===== config.mk =====
export PLATFORM = sky130hd
export DESIGN_NAME = uart_rx_byte
export DESIGN_NICKNAME = d
export VERILOG_FILES = /design/src/rtl/uart_pkg.sv /design/src/rtl/uart_rx_byte_sync_2ff.sv /design/src/rtl/uart_rx_byte.sv
export SDC_FILE = /design/constraint.sdc
export NUM_CORES = 1
export LEC_CHECK = 0
export BUFFER_PORTS_ARGS = -buffer_cell sky130_fd_sc_hd__buf_2
export CAP_MARGIN = 10
export CORE_UTILIZATION = 30
export CTS_CLUSTER_SIZE = 25
export DETAILED_ROUTE_END_ITERATION = 6
export PLACE_DENSITY = 0.45
export SETUP_SLACK_MARGIN = 0.02
export SYNTH_ARGS = -nofsm -noshare
export SYNTH_HDL_FRONTEND = slang
export SYNTH_HIERARCHICAL = 1
export SYNTH_SLANG_ARGS = --single-unit

===== constraint.sdc =====
create_clock -name clk -period 2.5 [get_ports clk]
set_clock_uncertainty 0.2 [all_clocks]
set_input_delay 0.625 -clock clk [delete_from_list [all_inputs] [get_ports clk]]
set_output_delay 0.625 -clock clk [all_outputs]
set_load 0.01 [all_outputs]

===== src/rtl/uart_pkg.sv =====
// uart_pkg
//   Shared definitions for the UART receive front end.
//   - rx_state_t : receiver FSM state encoding (IDLE, START, DATA, PARITY, STOP, BREAK)
//   - DEFAULT_CLKS_PER_BIT / DEFAULT_DATA_WIDTH : default frame timing and payload width
//   The PARITY state is only entered when UART_RX_PARITY_EN is defined. It stays in the
//   encoding unconditionally so the state type is identical in every build.

package uart_pkg;

    localparam int DEFAULT_CLKS_PER_BIT = 16;
    localparam int DEFAULT_DATA_WIDTH   = 8;

    typedef enum logic [2:0] {
        IDLE   = 3'd0,
        START  = 3'd1,
        DATA   = 3'd2,
        PARITY = 3'd3,
        STOP   = 3'd4,
        BREAK  = 3'd5
    } rx_state_t;

endpackage


===== src/rtl/uart_rx_byte_sync_2ff.sv =====
// sync_2ff
//   Generic two-flop synchroniser for a single asynchronous input.
//   Both flops load RESET_VALUE on a synchronous reset. This lets an idle-high line
//   come out of reset already at its idle level.
//   Ports:
//     clk  - destination clock, rising edge
//     rst  - synchronous active-high reset
//     d    - asynchronous input
//     q    - synchronised output (two clk cycles of latency)

module sync_2ff #(
    parameter logic RESET_VALUE = 1'b0
) (
    input  logic clk,
    input  logic rst,
    input  logic d,
    output logic q
);

    logic meta;

    // First flop may go metastable; the second gives it a full cycle to settle.
    always_ff @(posedge clk) begin
        if (rst) begin
            meta <= RESET_VALUE;
            q    <= RESET_VALUE;
        end else begin
            meta <= d;
            q    <= meta;
        end
    end

endmodule


===== src/rtl/uart_rx_byte.sv =====
// uart_rx_byte
//   8N1 serial receiver. It turns frames on the rx pin into a byte plus a one-cycle
//   write strobe. we/data_out drive the downstream register's we/data_in directly.
//   Optional feature macro: UART_RX_PARITY_EN
//     When defined, one even-parity bit follows the data bits. A mismatch pulses parity_err.
//   Ports:
//     clk        - system clock, rising edge
//     rst        - synchronous active-high reset
//     rx         - asynchronous serial input, idle high
//     we         - one-cycle strobe, data_out holds a new byte
//     data_out   - last correctly received byte
//     frame_err  - one-cycle pulse when the stop bit is sampled low
//     parity_err - (UART_RX_PARITY_EN only) one-cycle pulse on parity mismatch

module uart_rx_byte
    import uart_pkg::*;
#(
    parameter int CLKS_PER_BIT = DEFAULT_CLKS_PER_BIT,
    parameter int DATA_WIDTH   = DEFAULT_DATA_WIDTH
) (
    input  logic                  clk,
    input  logic                  rst,
    input  logic                  rx,
    output logic                  we,
    output logic [DATA_WIDTH-1:0] data_out,
    output logic                  frame_err
`ifdef UART_RX_PARITY_EN
    ,
    output logic                  parity_err
`endif
);

    // CLKS_PER_BIT must be at least 4 so the half-bit point lies strictly inside a bit.
    localparam int CNT_W = $clog2(CLKS_PER_BIT);
    localparam int BIT_W = $clog2(DATA_WIDTH + 1);

    localparam logic [CNT_W-1:0] CNT_TICK = CNT_W'(CLKS_PER_BIT - 1);
    localparam logic [CNT_W-1:0] CNT_HALF = CNT_W'(CLKS_PER_BIT / 2 - 1);
    localparam logic [BIT_W-1:0] LAST_BIT = BIT_W'(DATA_WIDTH - 1);

    rx_state_t             state;
    rx_state_t             state_next;

    logic                  rxs;
    logic [CNT_W-1:0]      cnt;
    logic [CNT_W-1:0]      cnt_next;
    logic [BIT_W-1:0]      bit_idx;
    logic [BIT_W-1:0]      bit_idx_next;
    logic [DATA_WIDTH-1:0] shift;
    logic [DATA_WIDTH-1:0] shift_next;
    logic [DATA_WIDTH-1:0] data_next;
    logic                  we_next;
    logic                  frame_err_next;
`ifdef UART_RX_PARITY_EN
    logic                  par_bad;
    logic                  par_bad_next;
    logic                  parity_err_next;
`endif

    logic tick;
    logic half;

    assign tick = (cnt == CNT_TICK);
    assign half = (cnt == CNT_HALF);

    sync_2ff #(
        .RESET_VALUE(1'b1)
    ) u_sync (
        .clk (clk),
        .rst (rst),
        .d   (rx),
        .q   (rxs)
    );

    always_ff @(posedge clk) begin
        if (rst) begin
            state <= IDLE;
        end else begin
            state <= state_next;
        end
    end

    // Timing is anchored at the start-bit midpoint. Every later bit tick then falls mid-bit.
    always_comb begin
        state_next = state;
        case (state)
            IDLE: begin
                if (!rxs) begin
                    state_next = START;
                end
            end
            START: begin
                if (half) begin
                    state_next = rxs ? IDLE : DATA;
                end
            end
            DATA: begin
                if (tick && (bit_idx == LAST_BIT)) begin
`ifdef UART_RX_PARITY_EN
                    state_next = PARITY;
`else
                    state_next = STOP;
`endif
                end
            end
`ifdef UART_RX_PARITY_EN
            PARITY: begin
                if (tick) begin
                    state_next = STOP;
                end
            end
`endif
            STOP: begin
                if (tick) begin
                    state_next = rxs ? IDLE : BREAK;
                end
            end
            BREAK: begin
                // A held-low line must go high again before a new start bit is accepted.
                if (rxs) begin
                    state_next = IDLE;
                end
            end
            default: begin
                state_next = IDLE;
            end
        endcase
    end

    // Counter, shifter and result decisions. The strobes are registered, so they appear
    // in the cycle after the deciding tick, and data_out moves in that same cycle.
    always_comb begin
        cnt_next       = tick ? '0 : cnt + CNT_W'(1);
        bit_idx_next   = bit_idx;
        shift_next     = shift;
        data_next      = data_out;
        we_next        = 1'b0;
        frame_err_next = 1'b0;
`ifdef UART_RX_PARITY_EN
        par_bad_next    = par_bad;
        parity_err_next = 1'b0;
`endif
        case (state)
            IDLE: begin
                cnt_next     = '0;
                bit_idx_next = '0;
`ifdef UART_RX_PARITY_EN
                par_bad_next = 1'b0;
`endif
            end
            START: begin
                if (half) begin
                    cnt_next     = '0;
                    bit_idx_next = '0;
                end
            end
            DATA: begin
                // Line order is LSB first, so each new bit enters at the MSB and moves down.
                if (tick) begin
                    shift_next                 = shift >> 1;
                    shift_next[DATA_WIDTH-1]   = rxs;
                    bit_idx_next               = bit_idx + BIT_W'(1);
                end
            end
`ifdef UART_RX_PARITY_EN
            PARITY: begin
                // Even parity: payload ones plus the parity bit must give an even count.
                if (tick) begin
                    par_bad_next = (rxs != (^shift));
                end
            end
`endif
            STOP: begin
                if (tick) begin
                    if (!rxs) begin
                        frame_err_next = 1'b1;
`ifdef UART_RX_PARITY_EN
                    end else if (par_bad) begin
                        parity_err_next = 1'b1;
`endif
                    end else begin
                        we_next   = 1'b1;
                        data_next = shift;
                    end
                end
            end
            BREAK: begin
                cnt_next = '0;
            end
            default: begin
                cnt_next = '0;
            end
        endcase
    end

    always_ff @(posedge clk) begin
        if (rst) begin
            cnt       <= '0;
            bit_idx   <= '0;
            shift     <= '0;
            data_out  <= '0;
            we        <= 1'b0;
            frame_err <= 1'b0;
`ifdef UART_RX_PARITY_EN
            par_bad    <= 1'b0;
            parity_err <= 1'b0;
`endif
        end else begin
            cnt       <= cnt_next;
            bit_idx   <= bit_idx_next;
            shift     <= shift_next;
            data_out  <= data_next;
            we        <= we_next;
            frame_err <= frame_err_next;
`ifdef UART_RX_PARITY_EN
            par_bad    <= par_bad_next;
            parity_err <= parity_err_next;
`endif
        end
    end

endmodule

# Word-level counts from Yosys, hierarchy flattened
# Cells that the tools add are included.
[op_classes]
addsub = 2
mul = 0
n_div = 0
magnitude_cmp = 0
n_eq_ne = 13
shifts = 0
n_mux = 16
bitwise = 2
reduce_logical = 9
[ops]
columns = ["cell", "n"]
rows = [
  ["3-bit two-way mux", 6],
  ["4-bit two-way mux", 4],
  ["3-bit one-hot mux with 5 select lines", 1],
  ["4-bit one-hot mux with 3 select lines", 1],
  ["2-bit != test, second input constant", 5],
  ["4-bit by 1-bit adder with 4-bit output, second input constant", 2],
  ["4-bit by 3-bit == test with 1-bit output, second input constant", 2],
  ["4-bit one-hot mux with 2 select lines", 1],
  ["3-bit == test, second input constant", 2],
  ["3-bit AND reduction", 2],
  ["5-bit AND reduction", 1],
  ["4-bit == test, second input constant", 1],
  ["3-bit by 1-bit == test with 1-bit output, second input constant", 1],
  ["3-bit by 2-bit == test with 1-bit output, second input constant", 1],
  ["3-bit zero test", 1],
  ["3-bit nonzero test", 1],
  ["3-bit OR reduction", 1],
  ["1-bit two-way mux", 2],
  ["2-bit two-way mux", 1],
  ["2-bit by 1-bit != test with 1-bit output, second input constant", 1],
  ["1-bit inverter", 2],
  ["2-bit AND reduction", 1],
  ["2-bit OR reduction", 1],
  ["1-bit logical AND", 1],
]
[totals]
register_bits = 31
latch_bits = 0
ram_bits = 0
rom_bits = 0
inputBits = 3
output_inout_bits = 10
elab_cells = 51
mem_count = 0

# Depth between registers and ports, before layout
# Gate-level depths: netlist of the first run.
[logic_depth]
depth_word = 4
depth_mapped = 6
depth_no_buf = 4

# Modules after synthesis
# The synthesis of the first run kept the hierarchy.
[by_module_without_submodules]
columns = ["module", "n_inst", "cells_each", "area_per_inst_um2", "seq_area_each_um2"]
rows = [
  ["uart_rx_byte", 1, 157, 1361.3, 580.6],
  ["sync_2ff", 1, 4, 52.6, 40.0],
]

# Least setup slack after synthesis of the first run
# Ideal clock, no wire load.
[synth_timing]
kind = "input -> register"
from = "input port rst"
to = "register data_out[0]"
setup_ns = 0.132
arrival_time_ns = 1.430
required_time_ns = 2.168
slack_ns = 0.738
path_stages = 4
path_cell_list = "clkbuf_1 -> clkbuf_1 -> clkbuf_1 -> a21oi_1"
[synth_lines]
columns = ["element", "line", "text"]
rows = [
  ["start, declared", "uart_rx_byte.sv:22", "input logic rst,"],
  ["end signal, assigned", "uart_rx_byte.sv:212", "data_out <= data_next;"],
  ["end, declared", "uart_rx_byte.sv:25", "output logic [DATA_WIDTH-1:0] data_out,"],
]
# No word-level cell between the ends.

# Final worst setup path of the first run
[layout_timing]
from = "register cnt[0]"
to = "register bit_idx[3]"
[layout_between]
elab_chain_cells = 3
[layout_lines]
columns = ["element", "line", "text"]
rows = [
  ["start, declared", "uart_rx_byte.sv:45", "logic [CNT_W-1:0] cnt;"],
  ["start signal, assigned", "uart_rx_byte.sv:209", "cnt <= cnt_next;"],
  ["4-bit == test or 4-bit by 3-bit == test with 1-bit output (tied branches)", "uart_rx_byte.sv:63, uart_rx_byte.sv:64", ""],
  ["2-bit != test (no source line)", "-", ""],
  ["3-bit AND reduction (no source line) (*)", "-", ""],
  ["end signal, assigned", "uart_rx_byte.sv:210", "bit_idx <= bit_idx_next;"],
  ["end, declared", "uart_rx_byte.sv:47", "logic [BIT_W-1:0] bit_idx;"],
]
# Every way passes the cells marked *; elsewhere a longest branch is shown, timed or not.
# A chain may end at the register's enable or synchronous reset.

==> flow_summary_export.csv, run 1 <==
group,metric,value,unit
detailed_routing,viasPerCell,5.622,
layout,regArea,620.6,µm²
die,fp.dieW,70.65,µm
layout,area_growth,9.823,%
sta,max_slew.worst_pin.slew,741.4,ps
logic_synthesis,syn_nets,166,
detailed_routing,postRouteWirelength,3225,µm
logic_synthesis,synth_area_per_cell,8.782,µm²
logic_synthesis,synth_top_area_share,0.4389,
clock_network,cts_root_buf,"clkbuf_8",
global_route,met3_usage,0.05413,
pwr,p_comb_frac,0.028,
placed_design,hpwlAfterDp,2142,µm
setup_path,cp-start-kind,"flip-flop",
logic_synthesis,synth.most_common_cell,"dfxtp_1",
detailed_routing,first_pass_iters,6,
pwr,leakagePower,0.5234,nW
global_route,grt_pass1_wl,5789,µm
logic_synthesis,synth_top_cells_by_count,"dfxtp_1 (31), a21oi_1 (20), clkbuf_1 (14), nand3_1 (11), o21ai_0 (11)",
logic_synthesis,async_reset_ff_frac,0,
status,violations,"design-rule violations",
logic_synthesis,yosysTopAreaCell,"dfxtp_1",
sta,relSlewSlack,0.5042,
die,core,0.004444,mm²
pwr,vdd_drop_max,0.2800,mV
sta,setup_ws,472.8,ps
pwr,p_int,0.6947,mW
global_route,use_met1,0.1901,
clock_network,numCtsBuffers,5,
global_route,antenna_found_initial,0,
logic_synthesis,synth_cells,161,
global_route,overflow,0,
die,rows,24,
sta,period_minus_slack,2027,ps
detailed_routing,wire_per_inst,14.86,µm
layout,final_util,0.3494,
setup_path,crit_fanout,11,
logic_synthesis,synth_area,0.001414,mm²
placed_design,place_congestion,0.7487,
sta,rsz0062_at_grt,"no",
layout,instances_no_fill,217,
logic_synthesis,ys_warn_count,6,
detailed_routing,vias,1220,
layout,drive_gt1_frac,0.1515,
pwr,p_clk_frac,0.415,
placed_design,place_inst,209,
placed_design,numPortBuffers,12,
clock_network,cts_tree,"done",
pwr,power.switching,0.2037,mW
global_route,grt_max_degree,38,
sta,slew_viol_final,0,
clock_network,post_cts_buffers,0,
global_route,grt_pass1_vias,1204,
detailed_routing,drtIter0Drc,97,
placed_design,dp_slack,498.3,ps
clock_network,cts_hold_buf,0,
setup_path,cp.required,2490,ps
sta,finalSetupTns,0,ps
die,die_h,70.65,µm
setup_path,crit_type,"flip-flop to flip-flop",
sta,setup_violations,0,
global_route,gr-max-usage-layer,"met2",
pwr,seqPwrFrac,0.557,
die,dieArea,0.004991,mm²
layout,diodes,0,
sta,finalHoldViolCount,0,
layout,final_cell_area,0.001553,mm²
clock_network,clock-sinks,31,
global_route,grt_use_total,0.1470,
global_route,use_met2,0.2233,
die,num_io_pins,13,
detailed_routing,drtAntennaViolNets,0,
clock_network,cts-htree-levels,2,
logic_synthesis,synthTopCellsByArea,"dfxtp_1 (44%), a21oi_1 (7.1%), o31ai_1 (4.8%)",
die,start_util,0.3181,
status,run_status,"finished with violations",
pwr,swShare,0.2268,
clock_network,path_clk_slew,60,ps
layout,nets,169,
setup_path,cp.arrival,2010,ps
logic_synthesis,synthFlopType,"dfxtp_1",
placed_design,dpl-instance-area,0.001469,mm²
layout,multiInputGateArea,689.4,µm²
clock_network,clk_latency,280,ps
clock_network,cts_buffer_depth,2,
pwr,power_density,578.6,mW/mm²
logic_synthesis,synth_cell_types,36,
flow_run,maxCapViolations,0,
sta,fmax,493.3,MHz
logic_synthesis,synth-seq-area-share,0.4389,
logic_synthesis,synth_seq_cells,31,
setup_path,endpoint_kind,"flip-flop",
layout,fill_cells,468,
logic_synthesis,synth_edf_count,0,
sta,period_share,0.8109,
hold_path,min_path_type,"flip-flop to flip-flop",
detailed_routing,drc_errors,2,
clock_network,cts-resized-gates,0,
==> cells in the final DEF (no fill, tap or decap), types with 4 or more instances in the layout <==
cell type,Yosys,layout
a211oi_1,4,4
a21oi_1,20,20
buf_2,2,12
clkbuf_8,0,5
dfxtp_1,31,31
inv_1,4,4
nand3_1,11,11
nand4_1,8,8
nor2_1,4,4
nor3b_1,4,4
o21ai_0,11,11
o31ai_1,9,9
==> worst max-delay path: stages (launching register included) <==
cell      delay [ps]
dfxtp_1          380
ha_1             320
nand3_1          350
or4b_1           610
o311ai_1          80
==> sequential cells by signal, indices dropped and copies added, names as in the netlist <==
register,count
u_sync/q,1
data_out,8
frame_err,1
state,3
we,1
bit_idx,4
u_sync/meta,1
shift,8
cnt,4
==> path summary, 6_finish.rpt <==
check,startpoint,end,slack [ps],cells after the start
worst max-delay path,cnt[0]$_SDFF_PP0_,bit_idx[3]$_SDFFE_PP0P_,470,4
worst min-delay path,u_sync/meta$_SDFF_PP1_,u_sync/q$_SDFF_PP1_,210,1
worst max register to register,cnt[0]$_SDFF_PP0_,bit_idx[3]$_SDFFE_PP0P_,470,4
worst min register to register,u_sync/meta$_SDFF_PP1_,u_sync/q$_SDFF_PP1_,210,1
==> logic make-up after synthesis <==
family,count (synthesis),share of synthesized area
XOR/XNOR,1,0.006196
adder cells (fa/ha/maj),2,0.01770
AO/OA/AOI/OAI,49,0.2089
flip-flops,31,0.4389
AND/OR/NAND/NOR,53,0.2398
buffers and inverters,23,0.07344
multiplexers,2,0.01504
==> power groups by stage <==
stage               registers, mW  logic (mW)  clock network, mW
floorplan                   0.509      0.0203                  0
global placement            0.511      0.0245                  0
detailed placement          0.511      0.0249                  0
CTS                         0.500      0.0251              0.385
global route                0.501      0.0280              0.417
finish                      0.500      0.0249              0.373
==> metal layers <==
layer	wire (µm)	vias up
li1	-	604
met1	1607	589
met5	0	-
met2	1429	23
met3	150	4
met4	38	0
==> stage by stage <==
stage / power [mW] / hold WS [ps]
6_report: 0.8984 / 208.6
2_1_floorplan: 0.5297 / 185.4
4_1_cts: 0.9104 / 212.6
5_1_grt: 0.9462 / 243.9
3_3_place_gp: 0.5357 / 188.8
3_5_place_dp: 0.5364 / 198.2
==> layout make-up <==
class	instances	area share
Clock buffer	5	0.04432
Clock inverter	3	0.009670
Inverter	5	0.01209
Multi-Input combinational cell	107	0.4440
Sequential cell	31	0.3997
Tap cell	52	0.04190
Timing Repair Buffer	14	0.04835
Note: power is estimated with default switching activity, not from simulation.
==> run 2, diff against run 1 <==
==> constraint.sdc (replaced) <==
create_clock -name clk -period 1.95 [get_ports clk]
set_clock_uncertainty 0.2 [all_clocks]
set_input_delay 0.4875 -clock clk [delete_from_list [all_inputs] [get_ports clk]]
set_output_delay 0.4875 -clock clk [all_outputs]
set_load 0.01 [all_outputs]
==> run 2 against run 1 <==
Compared with the run above:
- the flow still finishes with violations (design-rule violations)
- first-iteration DRC count is 6.2% lower
- core utilization rose by 1.4 points
- largest cell class unchanged
- largest power group unchanged
- clock-buffer cell count increased by 1
- fmax grew 13%
- clock power rose by 39%
- critical path type unchanged
==> flow_summary_export.csv, run 2 (synthesis gave the netlist of run 1 again) <==
group,metric,value,unit
status,run_status,"finished with violations",
status,violations,"design-rule violations",
setup_path,crit_buf_inv,1,
setup_path,crit_slowest_cell,"and3_1",
sta,period_minus_slack,1796,ps
sta,period_share,0.9212,
clock_network,cts_buffer_depth,2,
clock_network,post_cts_buffers,0,
global_route,grt_use_total,0.1412,
die,core,0.004444,mm²
detailed_routing,top_layer_used,"met4",
global_route,grt_pass1_vias,1140,
sta,slew_viol_final,0,
hold_path,min_path_type,"input port to flip-flop",
die,dieArea,0.004991,mm²
setup_path,max_stage_delay,380,ps
global_route,grt_max_degree,18,
pwr,power,1.196,mW
sta,setup_ws,153.6,ps
detailed_routing,first_pass_iters,7,
pwr,leakagePower,0.5624,nW
placed_design,place_congestion,0.7454,
detailed_routing,viasPerCell,5.482,
sta,relSlewSlack,0.4922,
detailed_routing,postRouteWirelength,3232,µm
sta,rsz0062_at_grt,"no",
detailed_routing,drtIter0Drc,91,
sta,finalSetupTns,0,ps
detailed_routing,vias,1228,
layout,area_growth,14.34,%
detailed_routing,dr_wl_met2,1355,µm
setup_path,crit_family,"simple AND/OR/NAND/NOR gates",
sta,max_slew.worst_pin.slew,759.3,ps
die,fp.dieW,70.65,µm
clock_network,cts_root_buf,"clkbuf_8",
setup_path,crit_path_cell_trace,"ha_1 -> and3_1 -> buf_4 -> nand3_1 -> a21oi_1",
layout,final_common_cell,"dfxtp_1",
placed_design,hpwlAfterDp,2214,µm
clock_network,cts_hold_buf,0,
clock_network,clk_latency,280,ps
global_route,grt_pass1_wl,5568,µm
detailed_routing,wire_per_inst,14.43,µm
placed_design,dpl-instance-area,0.001529,mm²
die,die_h,70.65,µm
die,start_util,0.3181,
clock_network,numCtsBuffers,5,
placed_design,dp_slack,167.1,ps
placed_design,numPortBuffers,12,
flow_run,maxCapViolations,0,
layout,nets,177,
clock_network,path_clk_slew,70,ps
clock_network,cts_tree,"done",
sta,finalHoldViolCount,0,
die,rows,24,
setup_path,endpoint_kind,"flip-flop",
pwr,power_density,739.9,mW/mm²
layout,top_regs,"data_out: 8 flops, shift: 8 flops",
detailed_routing,drtAntennaViolNets,0,
sta,setup_violations,0,
global_route,overflow,0,
die,num_io_pins,13,
layout,final_cell_mix,"dfxtp_1 (31), a21oi_1 (20), buf_2 (12)",
layout,drive_gt1_frac,0.1860,
detailed_routing,wl_met3,148,µm
pwr,vdd_drop_max,0.2277,mV
setup_path,cp.required,1960,ps
setup_path,crit_type,"flip-flop to flip-flop",
setup_path,cp.arrival,1810,ps
sta,fmax,556.7,MHz
detailed_routing,drc_errors,2,
setup_path,cp-start-kind,"flip-flop",
clock_network,cts-htree-levels,2,
layout,diodes,0,
setup_path,crit_fanout,8,
layout,final_cell_area,0.001617,mm²
clock_network,clock-sinks,31,
global_route,antenna_found_initial,0,
clock_network,cts-resized-gates,0,
detailed_routing,m1WireLength,1687,µm
## run 2: changes by cell type in the layout (fill, tap and decap cells not counted), sizes merged
cell    previous run  this run
clkbuf             5         6
buf               14        22
clkinv             4         2
## run 2: path summary, 6_finish.rpt
check | cells after the start | startpoint | end | slack (ps)
min | 2 | rx | u_sync/meta$_SDFF_PP1_ | 180
max | 5 | cnt[0]$_SDFF_PP0_ | shift[2]$_SDFFE_PP0P_ | 150
max reg2reg | 5 | cnt[0]$_SDFF_PP0_ | shift[2]$_SDFFE_PP0P_ | 150
min reg2reg | 1 | u_sync/meta$_SDFF_PP1_ | u_sync/q$_SDFF_PP1_ | 220
## run 2: where the power goes
part / switching [mW] / internal (mW)
combinational: 0.0252 / 0.0139
sequential: 0.00256 / 0.637
clock: 0.241 / 0.277
total: 0.269 / 0.927
## run 2: metrics by stage
stage	hold slack, ps	cells	utilization
2_1_floorplan	185.4	161	-
3_3_place_gp	195.3	217	0.3440
3_5_place_dp	204.7	217	0.3440
4_1_cts	180.5	224	0.3637
5_1_grt	185.1	224	0.3637
6_report	181.5	224	0.3637
## run 2: final cells by class
type / instances / area (µm²)
Inverter: 5 / 18.77
Timing Repair Buffer: 22 / 135.1
Sequential cell: 31 / 620.6
Fill cell: 474 / 2828
Clock buffer: 6 / 82.58
Multi-Input combinational cell: 107 / 689.4
Tap cell: 52 / 65.06
Clock inverter: 1 / 5.005
## run 2: metal layers
metal	global-route usage	up-vias
met1	0.2025	583
met5	0	-
li1	-	615
met3	0.03846	5
met4	0.04667	0
met2	0.2050	25
==> run 3, diff against run 2 <==
--- a/config.mk
+++ b/config.mk
@@ -7,10 +7,10 @@
 export LEC_CHECK = 0
 export BUFFER_PORTS_ARGS = -buffer_cell sky130_fd_sc_hd__buf_2
 export CAP_MARGIN = 10
-export CORE_UTILIZATION = 30
+export CORE_UTILIZATION = 50
 export CTS_CLUSTER_SIZE = 25
 export DETAILED_ROUTE_END_ITERATION = 6
-export PLACE_DENSITY = 0.45
+export PLACE_DENSITY = 0.68
 export SETUP_SLACK_MARGIN = 0.02
 export SYNTH_ARGS = -nofsm -noshare
 export SYNTH_HDL_FRONTEND = slang
==> run 3 against run 2 <==
Compared with the run above:
- the flow now finishes without violations
- final cell count down 9.8%
- sequential power about the same
- clock power fell by 8.9%
- cell area fell by 2.7%
- die area fell by 39%
- clock-buffer cell count unchanged
- flip-flop and latch count is the same
- register-to-register slack improved by 40 ps
- via count down 2.0%
- hold slack got worse by 61 ps
- global-route usage grew 8.0 points
- power shrank 4.0%
- largest power group unchanged
==> flow_summary_export.csv, run 3 (synthesis gave the netlist of run 1 again) <==
group,metric,value,unit
layout,instances_no_fill,202,
sta,period_minus_slack,1754,ps
clock_network,path_clk_slew,90,ps
setup_path,max_stage_delay,540,ps
clock_network,clk_latency,340,ps
detailed_routing,first_pass_iters,4,
setup_path,endpoint,"bit_idx[3]$_SDFFE_PP0P_",
pwr,seqPwrFrac,0.556,
placed_design,place_congestion,0.8091,
global_route,gr-max-usage-layer,"met2",
sta,slew_viol_final,0,
pwr,swShare,0.2041,
flow_run,maxCapViolations,0,
pwr,p_int,0.9142,mW
layout,final_cell_mix,"dfxtp_1 (31), a21oi_1 (20), buf_2 (12)",
sta,finalHoldViolCount,0,
clock_network,post_cts_buffers,0,
setup_path,r2r_slack,200,ps
sta,setup_violations,0,
global_route,use_met2,0.3474,
placed_design,place_inst,195,
sta,finalSetupTns,0,ps
sta,relSlewSlack,0.5753,
layout,final_cell_area,0.001573,mm²
placed_design,dp_slack,218.9,ps
sta,rsz0062_at_grt,"no",
global_route,grt_max_degree,20,
layout,top_regs,"data_out: 8 flops, shift: 8 flops",
clock_network,cts_hold_buf,0,
pwr,power.switching,0.2345,mW
pwr,vdd_drop_max,0.5580,mV
global_route,grt_use_total,0.2208,
setup_path,cp.arrival,1800,ps
global_route,overflow,0,
die,start_util,0.5507,
layout,area_growth,11.24,%
clock_network,cts-htree-levels,2,
clock_network,cts_root_buf,"clkbuf_4",
pwr,leakagePower,0.5537,nW
setup_path,reg2regPathDepth,4,
setup_path,endpoint_kind,"flip-flop",
setup_path,worstReg2RegStart,"cnt[0]$_SDFF_PP0_",
die,die_h,55.18,µm
die,num_io_pins,13,
pwr,power,1.149,mW
layout,regArea,620.6,µm²
clock_network,numCtsBuffers,5,
die,fp.dieW,55.18,µm
die,rows,18,
pwr,p_clk_frac,0.411,
sta,fmax,570.1,MHz
hold_path,min_path_type,"input port to flip-flop",
setup_path,critPathLaunch,"cnt[0]$_SDFF_PP0_",
layout,nets,177,
setup_path,worstReg2RegEnd,"bit_idx[3]$_SDFFE_PP0P_",
global_route,use_met1,0.2694,
placed_design,hpwlAfterDp,2052,µm
clock_network,cts_tree,"done",
setup_path,cp.required,2000,ps
global_route,grt_pass1_wl,4616,µm
layout,final_common_cell,"dfxtp_1",
sta,setup_ws,196.0,ps
setup_path,crit_slowest_cell,"or4b_1",
detailed_routing,viasPerCell,5.960,
clock_network,cts-resized-gates,0,
setup_path,crit_fanout,8,
detailed_routing,drc_errors,0,
global_route,antenna_found_initial,0,
placed_design,numPortBuffers,12,
detailed_routing,postRouteWirelength,2946,µm
sta,max_slew.worst_pin.slew,635.1,ps
detailed_routing,wire_per_inst,14.58,µm
clock_network,cts_buffer_depth,2,
global_route,met3_usage,0.06284,
layout,diodes,0,
detailed_routing,drtAntennaViolNets,0,
pwr,p_comb_frac,0.034,
placed_design,dpl-instance-area,0.001501,mm²
setup_path,crit_path_cell_trace,"ha_1 -> nand3_1 -> or4b_1 -> o311ai_1",
sta,period_share,0.8995,
detailed_routing,drtIter0Drc,31,
setup_path,cp-start-kind,"flip-flop",
pwr,power_density,730.4,mW/mm²
global_route,grt_pass1_vias,1069,
status,run_status,"complete, no violations",
detailed_routing,vias,1204,
layout,multiInputGateArea,689.4,µm²
clock_network,clock-sinks,31,
setup_path,crit_type,"flip-flop to flip-flop",
die,core,0.002567,mm²
die,dieArea,0.003044,mm²
layout,drive_gt1_frac,0.1802,
layout,fill_cells,233,
[run 3: cell count changes in the layout (fill, tap and decap cells not counted), sizes merged]
cell	change
bufinv	+1
clkinv	-1
[run 3: power by group through the flow]
stage | Clock (mW) | Sequential, mW | Combinational, mW
floorplan | 0 | 0.653 | 0.0261
global placement | 0 | 0.653 | 0.0368
detailed placement | 0 | 0.654 | 0.0376
CTS | 0.479 | 0.639 | 0.0378
global route | 0.505 | 0.639 | 0.0417
finish | 0.472 | 0.639 | 0.0385
[run 3: routing by layer]
| layer | part of all wire | routed length, µm |
|---|---|---|
| met1 | 0.49 | 1458 |
| met5 | 0 | 0 |
| met2 | 0.45 | 1333 |
| met4 | 0.014 | 42 |
| met3 | 0.038 | 111 |
[run 3: how the worst min path moves through the flow]
stage | from | end | slack, ps | cells after the start
2_1_floorplan | u_sync/meta$_SDFF_PP1_ | u_sync/q$_SDFF_PP1_ | 190 | 1
3_3_place_gp | u_sync/meta$_SDFF_PP1_ | u_sync/q$_SDFF_PP1_ | 190 | 1
3_5_place_dp | u_sync/meta$_SDFF_PP1_ | u_sync/q$_SDFF_PP1_ | 190 | 1
4_1_cts | rx | u_sync/meta$_SDFF_PP1_ | 110 | 2
5_1_grt | rx | u_sync/meta$_SDFF_PP1_ | 120 | 2
6_report | rx | u_sync/meta$_SDFF_PP1_ | 120 | 2
[run 3: metrics by stage]
step	utilization	hold slack [ps]
3_3_place_gp	0.5848	187.0
3_5_place_dp	0.5848	192.7
6_report	0.6126	120.5
2_1_floorplan	-	185.4
5_1_grt	0.6126	120.4
4_1_cts	0.6126	114.7
[run 3: worst max-delay path: cells and delay by family (launching register included)]
kind            cells  cell delay (ps)
simple gates        2              690
flops               1              380
fa+ha+maj           1              330
compound gates      1               80
[run 3: final cells by class]
| class | instances | share of cell area |
|---|---|---|
| clock buffer | 6 | 0.02625 |
| clock inverter | 1 | 0.01909 |
| inverter | 5 | 0.01193 |
| multi-input combinational | 107 | 0.4383 |
| sequential | 31 | 0.3946 |
| tap | 30 | 0.02387 |
| timing repair buffer | 22 | 0.08592 |
